===== src/rtl/clock_ctrl_pkg.sv =====
// Shared types and default widths for the toggle-clock sequencer.
// The burst feature is enabled by defining CLOCK_CTRL_BURST_EN.
package clock_ctrl_pkg;

    localparam int W_DIV_DEFAULT = 16;
    localparam int W_CNT_DEFAULT = 8;

    typedef enum logic [1:0] {
        IDLE,
        ARM,
        RUN,
        STOPPING
    } state_t;

endpackage


===== src/rtl/clock_ctrl_rollover_gen.sv =====
// Period counter for the toggle-clock generator: counts 0..div while enabled
// and emits a registered one-cycle tick on each wrap.
module rollover_gen
    import clock_ctrl_pkg::*;
#(
    parameter int W_DIV = W_DIV_DEFAULT
) (
    input  logic             clk,
    input  logic             reset,
    input  logic             clear,
    input  logic             enable,
    input  logic [W_DIV-1:0] div,
    output logic             wrap,
    output logic             tick
);

    logic [W_DIV-1:0] cnt;

    // wrap is combinational so the sequencer can count the edge in the same cycle the tick is registered.
    assign wrap = enable && (cnt == div);

    // NOTE: state is updated with non-blocking assignments so every flop samples pre-edge values.
    always_ff @(posedge clk) begin
        if (reset) begin
            cnt  <= '0;
            tick <= 1'b0;
        end else begin
            tick <= wrap;
            if (clear || wrap) begin
                cnt <= '0;
            end else if (enable) begin
                cnt <= cnt + W_DIV'(1);
            end
        end
    end

endmodule


===== src/rtl/clock_ctrl.sv =====
// Sequencer for the toggle-clock generator: arms, runs and parks the generated clock high.
// Define CLOCK_CTRL_BURST_EN to enable fixed-length burst runs.
module clock_ctrl
    import clock_ctrl_pkg::*;
#(
    parameter int W_DIV = W_DIV_DEFAULT,
    parameter int W_CNT = W_CNT_DEFAULT
) (
    input  logic             i_clk,
    input  logic             i_reset,
    input  logic             i_cfg_valid,
    output logic             o_cfg_ready,
    input  logic [W_DIV-1:0] i_cfg_div,
    input  logic [W_CNT-1:0] i_cfg_burst,
    input  logic             i_start,
    input  logic             i_stop,
    output logic             o_clk_reset,
    output logic             o_roll_over,
    output logic             o_running,
    output logic [W_CNT-1:0] o_edges,
    output logic             o_done
);

    state_t           state;
    logic [W_DIV-1:0] div_q;
    logic [W_CNT-1:0] edges_inc;
    logic             wrap;
    logic             enable;
    logic             burst_end;

`ifdef CLOCK_CTRL_BURST_EN
    logic [W_CNT-1:0] burst_q;
    assign burst_end = (burst_q != '0) && wrap && (edges_inc == burst_q);
`else
    wire unused_cfg_burst = ^i_cfg_burst;
    assign burst_end = 1'b0;
`endif

    assign o_cfg_ready = (state == IDLE);
    assign edges_inc   = o_edges + W_CNT'(1);
    // An odd edge count in STOPPING means the generator sits low, so keep ticking once more.
    assign enable      = (state == RUN) || ((state == STOPPING) && o_edges[0]);

    rollover_gen #(.W_DIV(W_DIV)) u_rollover_gen (
        .clk    (i_clk),
        .reset  (i_reset),
        .clear  (state == ARM),
        .enable (enable),
        .div    (div_q),
        .wrap   (wrap),
        .tick   (o_roll_over)
    );

    always_ff @(posedge i_clk) begin
        if (i_reset) begin
            state       <= IDLE;
            div_q       <= '0;
`ifdef CLOCK_CTRL_BURST_EN
            burst_q     <= '0;
`endif
            o_clk_reset <= 1'b1;
            o_running   <= 1'b0;
            o_edges     <= '0;
            o_done      <= 1'b0;
        end else begin
            o_clk_reset <= 1'b0;
            o_done      <= 1'b0;
            if (wrap) begin
                o_edges <= edges_inc;
            end
            case (state)
                IDLE: begin
                    if (i_cfg_valid) begin
                        div_q   <= i_cfg_div;
`ifdef CLOCK_CTRL_BURST_EN
                        burst_q <= i_cfg_burst;
`endif
                    end
                    if (i_start) begin
                        state       <= ARM;
                        o_clk_reset <= 1'b1;
                        o_edges     <= '0;
                    end
                end
                ARM: begin
                    if (i_stop) begin
                        state <= IDLE;
                    end else begin
                        state     <= RUN;
                        o_running <= 1'b1;
                    end
                end
                RUN: begin
                    if (i_stop || burst_end) begin
                        state <= STOPPING;
                    end
                end
                STOPPING: begin
                    if (!o_edges[0]) begin
                        state     <= IDLE;
                        o_running <= 1'b0;
                        o_done    <= 1'b1;
                    end
                end
                default: state <= IDLE;
            endcase
        end
    end

endmodule

===== config.mk =====
export PLATFORM = sky130hd
export DESIGN_NAME = clock_ctrl
export DESIGN_NICKNAME = d
export VERILOG_FILES = /design/src/rtl/clock_ctrl_pkg.sv /design/src/rtl/clock_ctrl_rollover_gen.sv /design/src/rtl/clock_ctrl.sv
export SDC_FILE = /design/constraint.sdc
export NUM_CORES = 1
export LEC_CHECK = 0
export ABC_AREA = 0
export CAP_MARGIN = 40
export CORE_UTILIZATION = 30
export DETAILED_ROUTE_END_ITERATION = 12
export SLEW_MARGIN = 20
export SYNTH_ARGS = -nofsm -noshare
export SYNTH_HDL_FRONTEND = slang
export SYNTH_HIERARCHICAL = 1
export SYNTH_SLANG_ARGS = --single-unit

===== constraint.sdc =====
create_clock -name i_clk -period 3.1 [get_ports i_clk]
set_clock_uncertainty 0.05 [all_clocks]
set_input_delay 0.93 -clock i_clk [delete_from_list [all_inputs] [get_ports i_clk]]
set_output_delay 0.93 -clock i_clk [all_outputs]
set_load 0.03 [all_outputs]

After elaboration in Yosys (flattened, before gate mapping)
Index checks and enable logic that the tools add are counted.
- flip-flop bits (word level): 46
- logic and storage cells: 44
- input port bits: 29
- output and inout port bits: 13
- muxes and demuxes: 14
- reduce and logical (&&, ||, !) cells: 11
- bitwise gates (word level): 1
- equal/unequal tests: 8
- add/sub/neg operators: 2
- operator list (operator ; number):
    2-to-1 mux 8 bit ; 3
    adder 16 x 1 -> 16 bit (second input constant) ; 1
    equality test 16 bit ; 1
    adder 8 x 1 -> 8 bit (second input constant) ; 1
    2-to-1 mux 2 bit ; 4
    one-hot mux 2 bit (4 select lines) ; 1
    inequality test 2 bit (second input constant) ; 3
    AND reduction 3 bit ; 2
    2-to-1 mux 1 bit ; 5
    equality test 2 bit (second input constant) ; 2
    OR reduction 2 bit ; 2
    equality test 2 x 1 -> 1 bit (second input constant) ; 1
    logical AND 1 bit ; 2
    logical NOT 2 bit ; 1
    logical OR 1 bit ; 2
    inequality test 2 x 1 -> 1 bit (second input constant) ; 1
    one-hot mux 1 bit (2 select lines) ; 1
    AND reduction 2 bit ; 1
    nonzero test 2 bit ; 1
    NOT 1 bit ; 1

Depth between registers and ports, before layout
Gate-level depths: netlist of the first run.
- word-level depth: 7
- depth in mapped cells: 9
- gate-level depth less buffers: 7

Modules after synthesis
The synthesis of the first run kept the hierarchy.
- modules (own cells, without submodules) (module ; times used ; seq. area each (um2) ; cells each ; area each (um2)):
    clock_ctrl ; 1 ; 580.6 ; 130 ; 1137.3
    rollover_gen ; 1 ; 340.3 ; 105 ; 913.4

Worst setup path after synthesis of the first run
No wires, ideal clock.
- kind: register to register
- from: register o_edges[0]
- to: register o_edges[6]
- setup time: 0.070 ns
- required time: 2.980 ns
- setup slack: 0.776 ns
- clock period less this slack: 2.324 ns
- arrival: 2.204 ns
- buffers on the path: 2
- cell stages (with the launch flop): 10
- cell sequence: dfxtp_1 -> nand2b_1 -> and2_2 -> buf_2 -> nand2_1 -> nor4_1 -> buf_2 -> nand4_1 -> or3_1 -> a21oi_1
- word-level cells in the longest chain between the ends: 6
- elaborated cells on any way between the ends: 7
- classes of those cells: add/sub (1); mux (3); reduce/logical (3)
- ends and longest elaborated chain (what ; RTL line ; source):
    from (decl) ; clock_ctrl.sv:20 ; output logic [W_CNT-1:0] o_edges,
    from (signal assigned) ; clock_ctrl.sv:69 ; o_edges <= edges_inc;
    logical AND 1 bit (*) ; clock_ctrl.sv:42 ; assign enable = (state == RUN) || ((state == STOPPING) && o_edges[0]);
    logical OR 1 bit (*) ; clock_ctrl.sv:42 ;
    via enable ; clock_ctrl.sv:28 ; logic enable;
    logical AND 1 bit (*) ; clock_ctrl_rollover_gen.sv:20 ; assign wrap = enable && (cnt == div);
    via wrap ; clock_ctrl.sv:27 ; logic wrap;
    2-to-1 mux 8 bit (*) ; clock_ctrl.sv:68 ; if (wrap) begin
    2-to-1 mux 8 bit ; clock_ctrl.sv:79 ; if (i_start) begin
    2-to-1 mux 8 bit (*) ; clock_ctrl.sv:71 ; case (state)
Mark *: on every way through the listed nets, which the timed path passes. The rest lies on a longest branch.
A chain may end at the register's enable or synchronous reset.

==> results.md, run 1 <==
Drt:
- The first detailed-routing pass ran for 4 iterations.
- After detailed routing, the total wire length is 4.13 mm.
- The detailed-route DRC error count is 0.
- The detailed-route vias per instance is about 4.8.
- The remaining number of nets flagged by the antenna check after routing is 0.
- The initial DRC count is 75.
- The final route contains 1645 vias.
- After detailed routing, the average wire length per cell comes to 11.9 um.

Clocking:
- After clock tree synthesis, the clock-pin slew on the worst setup and hold paths is 0.09 ns.
- The buffer depth of the longest clock path is 2.
- The hold-fix buffer count after cts is 0.
- In this run the number of H-tree levels came out at 2.
- The number of setup buffers added after CTS is 0.
- Gates resized during post-CTS repair numbered 0.
- TritonCTS built the clock tree.
- The clock drives 46 sinks.
- In this run the clock root is driven by a sky130_fd_sc_hd__clkbuf_8.
- The later-pin clock latency in the skew report is 0.30 ns.
- The clock buffer count from CTS is 5.

Synthesis:
- Of the total synthesized cell area, the portion taken by XOR and XNOR cells is 0.149.
- The adder-cell share of the synthesized area is 0.0122.
- The count of different cell masters after synthesis is 34.
- The biggest area consumer among synthesized cells is sky130_fd_sc_hd__dfxtp_1.
- The number of warnings reported in the yosys synthesis log is 6.
- The synthesized netlist occupies a cell area of between 2000 and 2500 um^2.
- After synthesis, the cell types taking the most area are sky130_fd_sc_hd__dfxtp_1 45%, sky130_fd_sc_hd__xor2_1 8.5%, sky130_fd_sc_hd__nand2_1 8.4%, sky130_fd_sc_hd__xnor2_1 6.4%, sky130_fd_sc_hd__nor2_1 5.5%.
- Dividing the synthesized area by the synthesized cell count gives 8.73 um^2.
- The number of nets handed over by synthesis was 266.
- In this run, synthesis produced a sequential element count of 46.
- The fraction of post-synthesis cell area in the top cell type by area is 0.449.
- After synthesis, the largest family of logic cells by area is simple AND/OR/NAND/NOR gates.
- The portion of synthesized area spent on multiplexers is 0.0153.
- Of the synthesized area, sequential elements account for 0.449.
- The count of mapped cells out of synthesis is 235.
- The post-synthesis compound-gate area fraction came to 0.0842.
- For this run, the leading register cell type out of synthesis is sky130_fd_sc_hd__dfxtp_1.
- Counting flops with a built-in enable in the synthesized netlist gives 0.
- Of the total synthesized cell area, the portion taken by AND, OR, NAND and NOR gates is 0.241.
- Counting flops with an async set or reset pin after synthesis yields a share of 0.

Timing:
- The worst-margin pin slew is 0.548 ns.
- The post-route setup TNS is 0 ns.
- Setup repair after global routing left no endpoint under its margin.
- Headroom to the max-slew limit came out at 0.635.
- Setup violations remaining at the end of the flow were counted as 0.
- The hold violation count in the final report was 0.
- The clock period could shrink to 2.59 ns.
- The maximum frequency from static timing analysis is 387 MHz.
- The number of slew-limit violations in the final report came to 0.
- The final clock period utilization by the worst path is 0.835.
- On the final layout, the worst hold slack is roughly 0.42 ns.

Worst setup path:
- The element type at the critical path end is an output pin.
- The worst setup path is launched from a register.
- The classification of the worst setup path is reg2out.
- The required time at the worst-slack endpoint is 2.12 ns.
- The maximum net fanout on the critical path is 9.
- The data arrival at the endpoint of the critical path is 1.61 ns.

Placed design:
- The detailed placer's ending HPWL is 3.04 mm.
- The count of buffers added on input and output ports is 33.
- Routability-driven placement finished with a final weighted congestion of 0.758.

Floorplan:
- The die extent in x is 84.7 um.
- The I/O pin count is 42.
- The die covers 7170 um^2.
- The site row count is 29.
- The initial utilization of the core area, before any placement, comes to 0.318.
- The core area is around 6500 um^2.
- The overall die height is approximately 85 um.

Layout:
- The top cell types in the final layout, fill and taps aside, are 46 x sky130_fd_sc_hd__nand2_1, 46 x sky130_fd_sc_hd__dfxtp_1, 33 x sky130_fd_sc_hd__clkdlybuf4s50_1, 30 x sky130_fd_sc_hd__nor2_1.
- The repair_antennas step left the layout with diodes totalling 0.
- The number of nets in the final layout is around 300.
- The fraction of final layout cells sized beyond drive strength 1 is 0.0669.
- The area growth from synthesis to layout is 24.6%.

Power:
- VDD sags by at most 0.000231 V.
- The switching power is slightly below 0.0003 W.
- The share of total power dissipated in the clock network is 0.411.
- For this design the ratio of total power to cell area is 506 nW/um^2.
- Summed over all cells, the static leakage comes to 0.924 nW.
- The internal portion of the total power is 0.000998 W.
- Of the total power, combinational logic draws 0.105.
- Of the total power, the share spent switching nets is 0.228.
- The part of the power in registers is 0.484.

Global route:
- The wire length of the first global-routing pass is 7.33 mm.
- The largest net degree at the start of global routing is 17.
- The number of antenna violations at the first check in global routing came to 0.
- Across every metal layer, demand over resource in global routing totals 0.127.
- The number of global-route vias before repair came to 1654.
- After global routing the overflow that remains totals 0.

Run:
- Across the run, the number of max-cap violations was 0.

Status:
- The run finished with clean final reports.

Hold path:
- The class of the tightest hold or removal check is reg2reg.
-- flip-flops by register name (all words and copies together), names as in the netlist, named ones only --
| signal | cells |
|---|---|
| div_q | 16 |
| o_clk_reset | 1 |
| o_done | 1 |
| o_edges | 8 |
| o_running | 1 |
| state | 1 |
| u_rollover_gen/cnt | 16 |
| u_rollover_gen/tick | 1 |
-- path summary, 6_finish.rpt --
| check | start | to | slack [ns] | cells after the start |
|---|---|---|---|---|
| worst max-delay path | register | o_cfg_ready | 0.51 | 2 |
| worst min-delay path | div_q[6]$_SDFFE_PP0P_ | div_q[6]$_SDFFE_PP0P_ | 0.42 | 2 |
| worst max register to register | u_rollover_gen/cnt[11]$_SDFFE_PP0P_ | o_edges[6]$_SDFF_PP0_ | 0.75 | 8 |
| worst min register to register | div_q[6]$_SDFFE_PP0P_ | div_q[6]$_SDFFE_PP0P_ | 0.42 | 2 |
-- final cells by class --
class                   count  area, um^2
fillers                   651        3900
multi-input cells         176        1030
flip-flops and latches     46         921
repair buffers             37         364
well taps                  77        96.3
clock buffers               5        68.8
clock inverters             3        68.8
inverters                   2        7.51
-- kinds of logic (layout without fill, tap and decap cells) --
group	Yosys count	after routing
and+or+nand+nor	108	108
DFF	46	46
xor gates and xnor gates	35	35
AOI/OAI and AO/OA	28	28
buffers and inverters	13	47
muxes	3	3
adders and majority gates	2	2
-- cells in the mapped netlist (2+ instances only) --
master                    instances
sky130_fd_sc_hd__buf_6            4
sky130_fd_sc_hd__nand4_1         10
sky130_fd_sc_hd__nand3_1          3
sky130_fd_sc_hd__dfxtp_1         46
sky130_fd_sc_hd__o21ai_0          3
sky130_fd_sc_hd__buf_2            4
sky130_fd_sc_hd__nor2_1          30
sky130_fd_sc_hd__nor3_1           3
sky130_fd_sc_hd__xor2_1          20
sky130_fd_sc_hd__mux2i_1          2
sky130_fd_sc_hd__a22oi_1          2
sky130_fd_sc_hd__nor2b_1          2
sky130_fd_sc_hd__inv_1            2
sky130_fd_sc_hd__or3_1            3
sky130_fd_sc_hd__nand2_1         46
sky130_fd_sc_hd__ha_1             2
sky130_fd_sc_hd__xnor2_1         15
sky130_fd_sc_hd__nor4_1           3
sky130_fd_sc_hd__a21oi_1         20
-- metal layers --
layer	track usage	routed length, um
met1	0.148	1860
met2	0.221	2050
met3	0.0354	167
met4	0.0478	59
met5	0	0
-- worst max-delay path, stage by stage (launching register included) --
cell and delay, ns:
sky130_fd_sc_hd__dfxtp_1 0.39, sky130_fd_sc_hd__nor2_1 0.21, sky130_fd_sc_hd__clkdlybuf4s50_1 0.71
-- through the flow --
step	instances	cell area (um^2)	util	total power [W]	setup WS, ns
2_1_floorplan	235	2050	-	0.000730	0.776
3_3_place_gp	337	2410	0.373	0.000772	0.678
3_5_place_dp	337	2410	0.373	0.000775	0.658
4_1_cts	345	2540	0.394	0.00131	0.483
5_1_grt	346	2560	0.396	0.00135	0.409
6_report	346	2560	0.396	0.00129	0.513
-- power groups by stage --
| stage | clock [W] | combinational [W] | sequential, W |
|---|---|---|---|
| 2_1_floorplan | 0 | 0.0000892 | 0.000641 |
| 3_3_place_gp | 0 | 0.000133 | 0.000639 |
| 5_1_grt | 0.000573 | 0.000151 | 0.000629 |
| 4_1_cts | 0.000545 | 0.000135 | 0.000626 |
| 6_report | 0.000532 | 0.000136 | 0.000626 |
| 3_5_place_dp | 0 | 0.000135 | 0.000640 |
(Power assumes the default switching activity.)
==> inputs of run 2 (changes only) <==
==> constraint.sdc (replaced) <==
create_clock -name i_clk -period 2.5 [get_ports i_clk]
set_clock_uncertainty 0.05 [all_clocks]
set_input_delay 0.75 -clock i_clk [delete_from_list [all_inputs] [get_ports i_clk]]
set_output_delay 0.75 -clock i_clk [all_outputs]
set_load 0.03 [all_outputs]
==> run 2 against run 1 <==
Critical path depth is 6 higher. Hold slack lost 0.0019 ns. Utilization down 0.29 points. Total power rose by 6.0%. Clock power fell by 20%. Combinational power is 27% higher. Setup slack worse by 0.29 ns. Non-clock buffer count increased by 4. Die area stayed put. Highest routed layer unchanged. Critical path type is now reg2reg. Count of clock-buffer cells in the layout increased by 2. Routed wire length shrank 2.6%. Sequential share of layout area is 0.32 points higher. Largest cell class unchanged.
==> results.md, run 2 (synthesis results as in run 1) <==
Power:
- The worst voltage drop across the vdd grid is 0.000270 V (was 0.000231 V).
- The power density of the placed cells is 540 nW/um^2 (was 506 nW/um^2).
- The reported leakage power is 0.918 nW (was 0.924 nW).

Clocking:
- The sink count of the clock tree is 46 (unchanged).
- The clock buffer count from CTS is 5 (unchanged).
- The buffer depth of the longest clock path is 2 (unchanged).
- The maximum level of the CTS H-tree is 2 (unchanged).
- The hold-fix buffer count after cts is 0 (unchanged).
- The later-pin clock latency in the skew report is 0.29 ns (was 0.30 ns).
- The root buffer cell is sky130_fd_sc_hd__clkbuf_8 (unchanged).
- The clock-pin slew on the worst setup and hold paths was 0.08 ns (was 0.09 ns).
- The clock tree from TritonCTS is yes (unchanged).

Timing:
- Unrepaired setup endpoints after global routing: false (unchanged).
- The total setup violations reported at the end of the flow is 0 (unchanged).
- The remaining max-slew budget at the tightest pin is 0.614 (was 0.635).
- The number of slew-limit violations in the final report is 0 (unchanged).
- The post-route setup TNS came to 0 ns (unchanged).
- Dividing the final minimum period by the clock period gives 0.911.
- The final critical path time including I/O delays and setup is 2.28 ns.
- The worst-margin pin slew came to 0.574 ns (was 0.548 ns).
- The hold violation count in the final report was 0 (unchanged).
- The maximum frequency from static timing analysis is around 440 MHz.

Drt:
- The remaining number of nets flagged by the antenna check after routing came to 0 (unchanged).
- The total vias in the final route is 1637 (was 1645).
- The first-pass iteration count of the detailed router is 4 (unchanged).
- The detailed-route DRC error count is 0 (unchanged).
- The detailed-route vias per instance is 4.69 (was 4.75).
- The average routed wire per standard cell is 11.5 um (was 11.9 um).
- The initial DRC count was 81 (was 75).
- The routed wire length is 4.03 mm (was 4.13 mm).

Worst setup path:
- The required time at the worst-slack endpoint is 2.68 ns (was 2.12 ns).
- The classification of the worst setup path is reg2reg (was reg2out).
- The element type at the critical path end is a register (was output pin).
- The most critical setup path has its startpoint at u_rollover_gen/cnt[7]$_SDFFE_PP0P_.
- The worst reg2reg path startpoint is u_rollover_gen/cnt[7]$_SDFFE_PP0P_ (was u_rollover_gen/cnt[11]$_SDFFE_PP0P_).
- The largest stage delay on the critical path is 0.38 ns (was 0.71 ns).
- The depth of the most critical reg-to-reg path came to 8 (unchanged).
- The endpoint of the most critical setup path is o_edges[7]$_SDFF_PP0_ (was o_cfg_ready).
- The critical path buffer and inverter count is 1 (unchanged).
- The data arrival at the endpoint of the critical path came to 2.45 ns (was 1.61 ns).
- The kind of launch point of the worst setup path is a register (unchanged).
- The maximum net fanout on the critical path was 7 (was 9).
- The terminus of the critical flop-to-flop path is o_edges[7]$_SDFF_PP0_ (was o_edges[6]$_SDFF_PP0_).
- The library cell contributing the largest single delay on the critical path is sky130_fd_sc_hd__or3_1 (was sky130_fd_sc_hd__clkdlybuf4s50_1).
- The largest delay contributor family on the critical path is simple AND/OR/NAND/NOR gates (was buffers and inverters).
- Crit-path cells: xor2_1, nor4_1, nand2_1, nor4_2, buf_4, nand4_1, or3_1, a21oi_1 (was nor2_1, clkdlybuf4s50_1).
- The logic depth of the worst setup path including buffers is 8 (was 2).
- The slack of the worst reg-to-reg path is 0.22 ns (was 0.75 ns).

Layout:
- The area overhead of the layout relative to synthesis is 23.7% (was 24.6%).
- Commonest non-fill, non-tap cells in the layout: 46 x sky130_fd_sc_hd__nand2_1, 45 x sky130_fd_sc_hd__dfxtp_1, 32 x sky130_fd_sc_hd__clkdlybuf4s50_1, 30 x sky130_fd_sc_hd__nor2_1 (was 46 x sky130_fd_sc_hd__nand2_1, 46 x sky130_fd_sc_hd__dfxtp_1, 33 x sky130_fd_sc_hd__clkdlybuf4s50_1, 30 x sky130_fd_sc_hd__nor2_1).
- The antenna diode instance count was 0 (unchanged).
- The number of fillers in the final layout is 671 (was 651).
- Regs by FF count: div_q x16, u_rollover_gen/cnt x16, o_edges x8 (unchanged).
- Leaving out fill and tap cells, the most frequent cell in the layout is sky130_fd_sc_hd__nand2_1.
- The count of placed standard cells in the final layout, fillers left out came to 349 (was 346).
- The fraction of final layout cells sized beyond drive strength 1 came to 0.0809 (was 0.0669).
- The number of nets in the final layout was 303 (was 299).

Global route:
- The global route total overflow is 0 (unchanged).
- The most crowded layer after global routing was met2 (unchanged).
- The number of global-route vias before repair was 1649 (was 1654).
- The number of antenna violations at the first check in global routing came to 0 (unchanged).
- The wire length of the first global-routing pass is 7.22 mm (was 7.33 mm).
- The met1 routing resource usage after global routing is 0.150 (was 0.148).
- The fraction of met3 tracks used by global routing is 0.0354 (unchanged).
- The global-route track usage on met2 came to 0.211 (was 0.221).
- The global-route total usage across every layer came to 0.125 (was 0.127).
- The largest net degree at the start of global routing is 17 (unchanged).

Floorplan:
- The die extent in x is 84.7 um (unchanged).
- The site row count is 29 (unchanged).
- The overall die height is 84.7 um (unchanged).
- The full die area is 7170 um^2 (unchanged).
- The I/O pin count is 42 (unchanged).
- The effective utilization at floorplan came to 0.318 (unchanged).
- The core area is 6460 um^2 (unchanged).

Run:
- The count of maximum capacitance violations came to 0 (unchanged).

Placed design:
- The total of buffers placed on input and output ports was 33 (unchanged).
- The cell count after placement is 341 (was 337).
- The detailed placer's ending HPWL is 3.03 mm (was 3.04 mm).
- The routability-driven placement congestion ratio is 0.750 (was 0.758).

Status:
- Status: completed (unchanged).

Hold path:
- The class of the tightest hold or removal check is reg2reg (unchanged).
- The number of cells traversed by the worst hold path is 2 (unchanged).
## run 2: layer usage
metal / up-vias / share of wire
li1: 852 / -
met1: 755 / 0.46
met2: 24 / 0.49
met3: 6 / 0.036
met4: 0 / 0.017
met5: - / 0
## run 2: area by class of cell
| class | count | area, um^2 | area share |
|---|---|---|---|
| Tap cell | 77 | 96.3 | 0.0380 |
| Multi-Input combinational cell | 176 | 1040 | 0.411 |
| Clock buffer | 7 | 76.3 | 0.0301 |
| Timing Repair Buffer | 41 | 393 | 0.155 |
| Sequential cell | 46 | 922 | 0.363 |
| Inverter | 2 | 7.51 | 0.00296 |
## run 2: worst reg2reg max path, delay by kind of cell, from the launching register on
kind	cells	cell delay, ns
AND/OR/NAND/NOR	5	1.28
buffers and inverters	1	0.19
flip-flops	1	0.36
AO/OA/AOI/OAI	1	0.15
XOR/XNOR	1	0.19
## run 2: worst min-delay path by stage
stage                                startpoint  slack [ns]                    end
after floorplan           div_q[0]$_SDFFE_PP0P_        0.40  div_q[0]$_SDFFE_PP0P_
after global placement    div_q[9]$_SDFFE_PP0P_        0.41  div_q[9]$_SDFFE_PP0P_
after detailed placement  div_q[2]$_SDFFE_PP0P_        0.41  div_q[2]$_SDFFE_PP0P_
after CTS                 div_q[2]$_SDFFE_PP0P_        0.43  div_q[2]$_SDFFE_PP0P_
after global routing      div_q[6]$_SDFFE_PP0P_        0.45  div_q[6]$_SDFFE_PP0P_
final                     div_q[6]$_SDFFE_PP0P_        0.42  div_q[6]$_SDFFE_PP0P_
## run 2: power by group
| part | internal (W) | switching [W] | total (W) |
|---|---|---|---|
| Clock | 0.000193 | 0.000230 | 0.000423 |
| Sequential | 0.000756 | 0.0000192 | 0.000775 |
| Combinational | 0.0000840 | 0.0000889 | 0.000173 |
| Total | 0.00103 | 0.000338 | 0.00137 |
## run 2: through the flow
stage               hold WS [ns]  utilization  power, W  setup WS [ns]  instance area (um^2)
floorplan                  0.398            -  0.000905          0.176                  2050
global placement           0.410        0.377  0.000963          0.154                  2440
detailed placement         0.415        0.377  0.000965          0.173                  2440
CTS                        0.426        0.389   0.00138         0.0916                  2510
global route               0.451        0.393   0.00145         0.0109                  2540
finish                     0.421        0.393   0.00137          0.223                  2540
## run 2: repair_timing
item,4_1_cts,5_1_grt
setup buffers,0,1
endpoints found under the setup margin,0,4
gates resized for setup,0,4
==> inputs of run 3 (changes only) <==
--- a/config.mk
+++ b/config.mk
@@ -7,6 +7,7 @@
 export LEC_CHECK = 0
 export ABC_AREA = 0
 export CAP_MARGIN = 40
+export CORE_MARGIN = 3
 export CORE_UTILIZATION = 30
 export DETAILED_ROUTE_END_ITERATION = 12
 export SLEW_MARGIN = 20
==> run 3 against run 2 <==
Sequential share of layout area barely moved. Clock power increased by 8.3%. Cell count shrank 0.57%. Critical path depth down 7. Total power rose by 2.5%. Combinational power hardly changed. Sequential cell count did not move. Global-route usage shrank 1.3 points. Setup slack gained 0.030 ns. Design area about the same. Sequential power barely moved. First-iteration DRC count fell by 3.7%.
==> results.md, run 3 (synthesis results as in run 1) <==
Layout:
- The antenna diode instance count is 0 (unchanged).
- The fraction of final layout cells sized beyond drive strength 1 came to 0.0815 (was 0.0809).
- Commonest non-fill, non-tap cells in the layout: 46 x sky130_fd_sc_hd__nand2_1, 45 x sky130_fd_sc_hd__dfxtp_1, 32 x sky130_fd_sc_hd__clkdlybuf4s50_1, 30 x sky130_fd_sc_hd__nor2_1 (unchanged).
- The most common library cell in the layout ignoring fill and taps is sky130_fd_sc_hd__nand2_1 (unchanged).
- The number of fillers in the final layout is 660 (was 671).
- The area overhead of the layout relative to synthesis was 23.7% (about the same).
- Regs by FF count: div_q x16, u_rollover_gen/cnt x16, o_edges x8 (unchanged).
- The end-of-flow core utilization was 0.390 (was 0.393).
- The number of nets in the final layout was 300 (was 303).

Worst setup path:
- The data arrival at the endpoint of the critical path was 1.45 ns (was 2.45 ns).
- The required time at the worst-slack endpoint is 1.70 ns (was 2.68 ns).
- The kind of launch point of the worst setup path is a register (unchanged).
- The element type at the critical path end is an output pin (was register).
- The maximum net fanout on the critical path was 6 (was 7).
- The largest stage delay on the critical path is 0.72 ns (was 0.38 ns).
- The critical path buffer and inverter count is 1 (unchanged).
- The classification of the worst setup path is reg2out (was reg2reg).
- The library cell contributing the largest single delay on the critical path is sky130_fd_sc_hd__clkdlybuf4s50_1 (was sky130_fd_sc_hd__or3_1).
- Crit-path cells: clkdlybuf4s50_1 (was xor2_1, nor4_1, nand2_1, nor4_2, buf_4, nand4_1, or3_1, a21oi_1).
- The largest delay contributor family on the critical path is buffers and inverters (was simple AND/OR/NAND/NOR gates).

Clocking:
- The clock tree from TritonCTS is yes (unchanged).
- The sink count of the clock tree was 46 (unchanged).
- The count of instances resized after the clock tree is built was 0 (unchanged).
- The later-pin clock latency in the skew report was 0.29 ns (about the same).
- The root buffer cell is sky130_fd_sc_hd__clkbuf_8 (unchanged).
- The hold-fix buffer count after cts is 0 (unchanged).
- The buffer depth of the longest clock path is 2 (unchanged).
- The post-CTS setup buffer count is 0 (unchanged).
- The clock buffer count from CTS is 5 (unchanged).
- The maximum level of the CTS H-tree is 2 (unchanged).
- The clock-pin slew on the worst setup and hold paths is 0.08 ns (about the same).

Drt:
- The remaining number of nets flagged by the antenna check after routing is 0 (unchanged).
- The average routed wire per standard cell is 11.2 um (was 11.5 um).
- The first-pass iteration count of the detailed router is 4 (unchanged).
- The routed wire length is 3.90 mm (was 4.03 mm).
- The detailed-route vias per instance is 4.62 (was 4.69).
- The initial DRC count is 78 (was 81).
- The detailed-route DRC error count came to 0 (unchanged).
- The total vias in the final route is 1602 (was 1637).

Run:
- The count of maximum capacitance violations is 0 (unchanged).

Power:
- The combinational group share of total power is 0.122 (was 0.126).
- The cell internal power dissipation is 0.00106 W (was 0.00103 W).
- The clock share of power is 0.326 (was 0.308).
- The reported leakage power is 0.916 nW (was 0.918 nW).
- The switching power is 0.000343 W (was 0.000338 W).
- The part of the power in registers is 0.552 (was 0.565).
- The power density of the placed cells came to 554 nW/um^2 (was 540 nW/um^2).
- The post-layout total power is 0.00140 W (was 0.00137 W).
- The worst voltage drop across the vdd grid was 0.000312 V (was 0.000270 V).
- The fraction of power spent switching nets is 0.244 (was 0.247).

Timing:
- The final clock period utilization by the worst path is 0.899 (was 0.911).
- The worst-margin pin slew came to 0.511 ns (was 0.574 ns).
- The final critical path time including I/O delays and setup is 2.25 ns (was 2.28 ns).
- The number of slew-limit violations in the final report is 0 (unchanged).
- The post-route worst setup slack was 0.253 ns (was 0.223 ns).
- Unrepaired setup endpoints after global routing: false (unchanged).
- The post-route setup TNS is 0 ns (unchanged).
- The hold violation count in the final report is 0 (unchanged).
- The total setup violations reported at the end of the flow is 0 (unchanged).
- The remaining max-slew budget at the tightest pin is 0.659 (was 0.614).
- The maximum frequency from static timing analysis is 445 MHz (was 439 MHz).

Floorplan:
- The full die area came to 7860 um^2 (was 7170 um^2).
- The core area is 6490 um^2 (was 6460 um^2).
- The overall die height is 88.7 um (was 84.7 um).
- The site row count is 29 (unchanged).
- The die extent in x came to 88.7 um (was 84.7 um).
- The effective utilization at floorplan is 0.316 (was 0.318).
- The I/O pin count came to 42 (unchanged).

Placed design:
- The pre-CTS setup slack is 0.118 ns (was 0.173 ns).
- The detailed placer's ending HPWL is 2.88 mm (was 3.03 mm).
- The routability-driven placement congestion ratio is 0.798 (was 0.750).
- The total of buffers placed on input and output ports was 33 (unchanged).

Global route:
- The global-route total usage across every layer is 0.112 (was 0.125).
- The largest net degree at the start of global routing came to 21 (was 17).
- The wire length of the first global-routing pass is 6.96 mm (was 7.22 mm).
- The number of global-route vias before repair is 1557 (was 1649).
- The global route total overflow came to 0 (unchanged).
- The number of antenna violations at the first check in global routing is 0 (unchanged).

Status:
- Status: completed (unchanged).

Hold path:
- The class of the tightest hold or removal check is reg2reg (unchanged).
-- run 3: worst reg2reg max path, delay by kind of cell (launching register included) --
kind / cells / cell delay [ns]
buf+inv: 1 / 0.20
simple gates: 6 / 1.38
compound gates: 1 / 0.14
flops: 1 / 0.37
-- run 3: worst paths after layout --
kind / start / to / slack, ns / cells past startpoint
worst max-delay path: o_edges[2]$_SDFF_PP0_ / o_edges[2] / 0.25 / 1
worst min register to register: div_q[12]$_SDFFE_PP0P_ / div_q[12]$_SDFFE_PP0P_ / 0.42 / 2
worst min-delay path: div_q[12]$_SDFFE_PP0P_ / div_q[12]$_SDFFE_PP0P_ / 0.42 / 2
worst max register to register: state[0]$_SDFFE_PP0P_ / o_edges[6]$_SDFF_PP0_ / 0.29 / 8
-- run 3: layout make-up --
cell class / instances / area (um^2) / area share
inverters: 2 / 7.51 / 0.00296
flip-flops and latches: 46 / 922 / 0.364
clock buffers: 7 / 86.3 / 0.0340
multi-input cells: 176 / 1050 / 0.413
clock inverters: 1 / 5.00 / 0.00197
repair buffers: 38 / 370 / 0.146
well taps: 77 / 96.3 / 0.0380
-- run 3: metrics by stage --
step | hold WS, ns | instances | cell area (um^2)
floorplan | 0.398 | 235 | 2050
global placement | 0.410 | 339 | 2420
detailed placement | 0.412 | 339 | 2420
CTS | 0.424 | 347 | 2510
global route | 0.447 | 347 | 2540
finish | 0.419 | 347 | 2540
-- run 3: power by group through the flow --
stage | Clock (W) | Sequential, W | Combinational [W]
after floorplan | 0 | 0.000795 | 0.000111
after global placement | 0 | 0.000792 | 0.000168
after detailed placement | 0 | 0.000793 | 0.000169
after CTS | 0.000481 | 0.000775 | 0.000170
after global routing | 0.000513 | 0.000778 | 0.000193
final | 0.000458 | 0.000775 | 0.000171
-- run 3: layer usage --
| metal | up-vias | part of all wire | track usage |
|---|---|---|---|
| met1 | 724 | 0.47 | 0.131 |
| met3 | 8 | 0.043 | 0.0345 |
| met5 | - | 0 | 0 |
| li1 | 842 | - | - |
| met4 | 0 | 0.022 | 0.0453 |
| met2 | 28 | 0.47 | 0.189 |
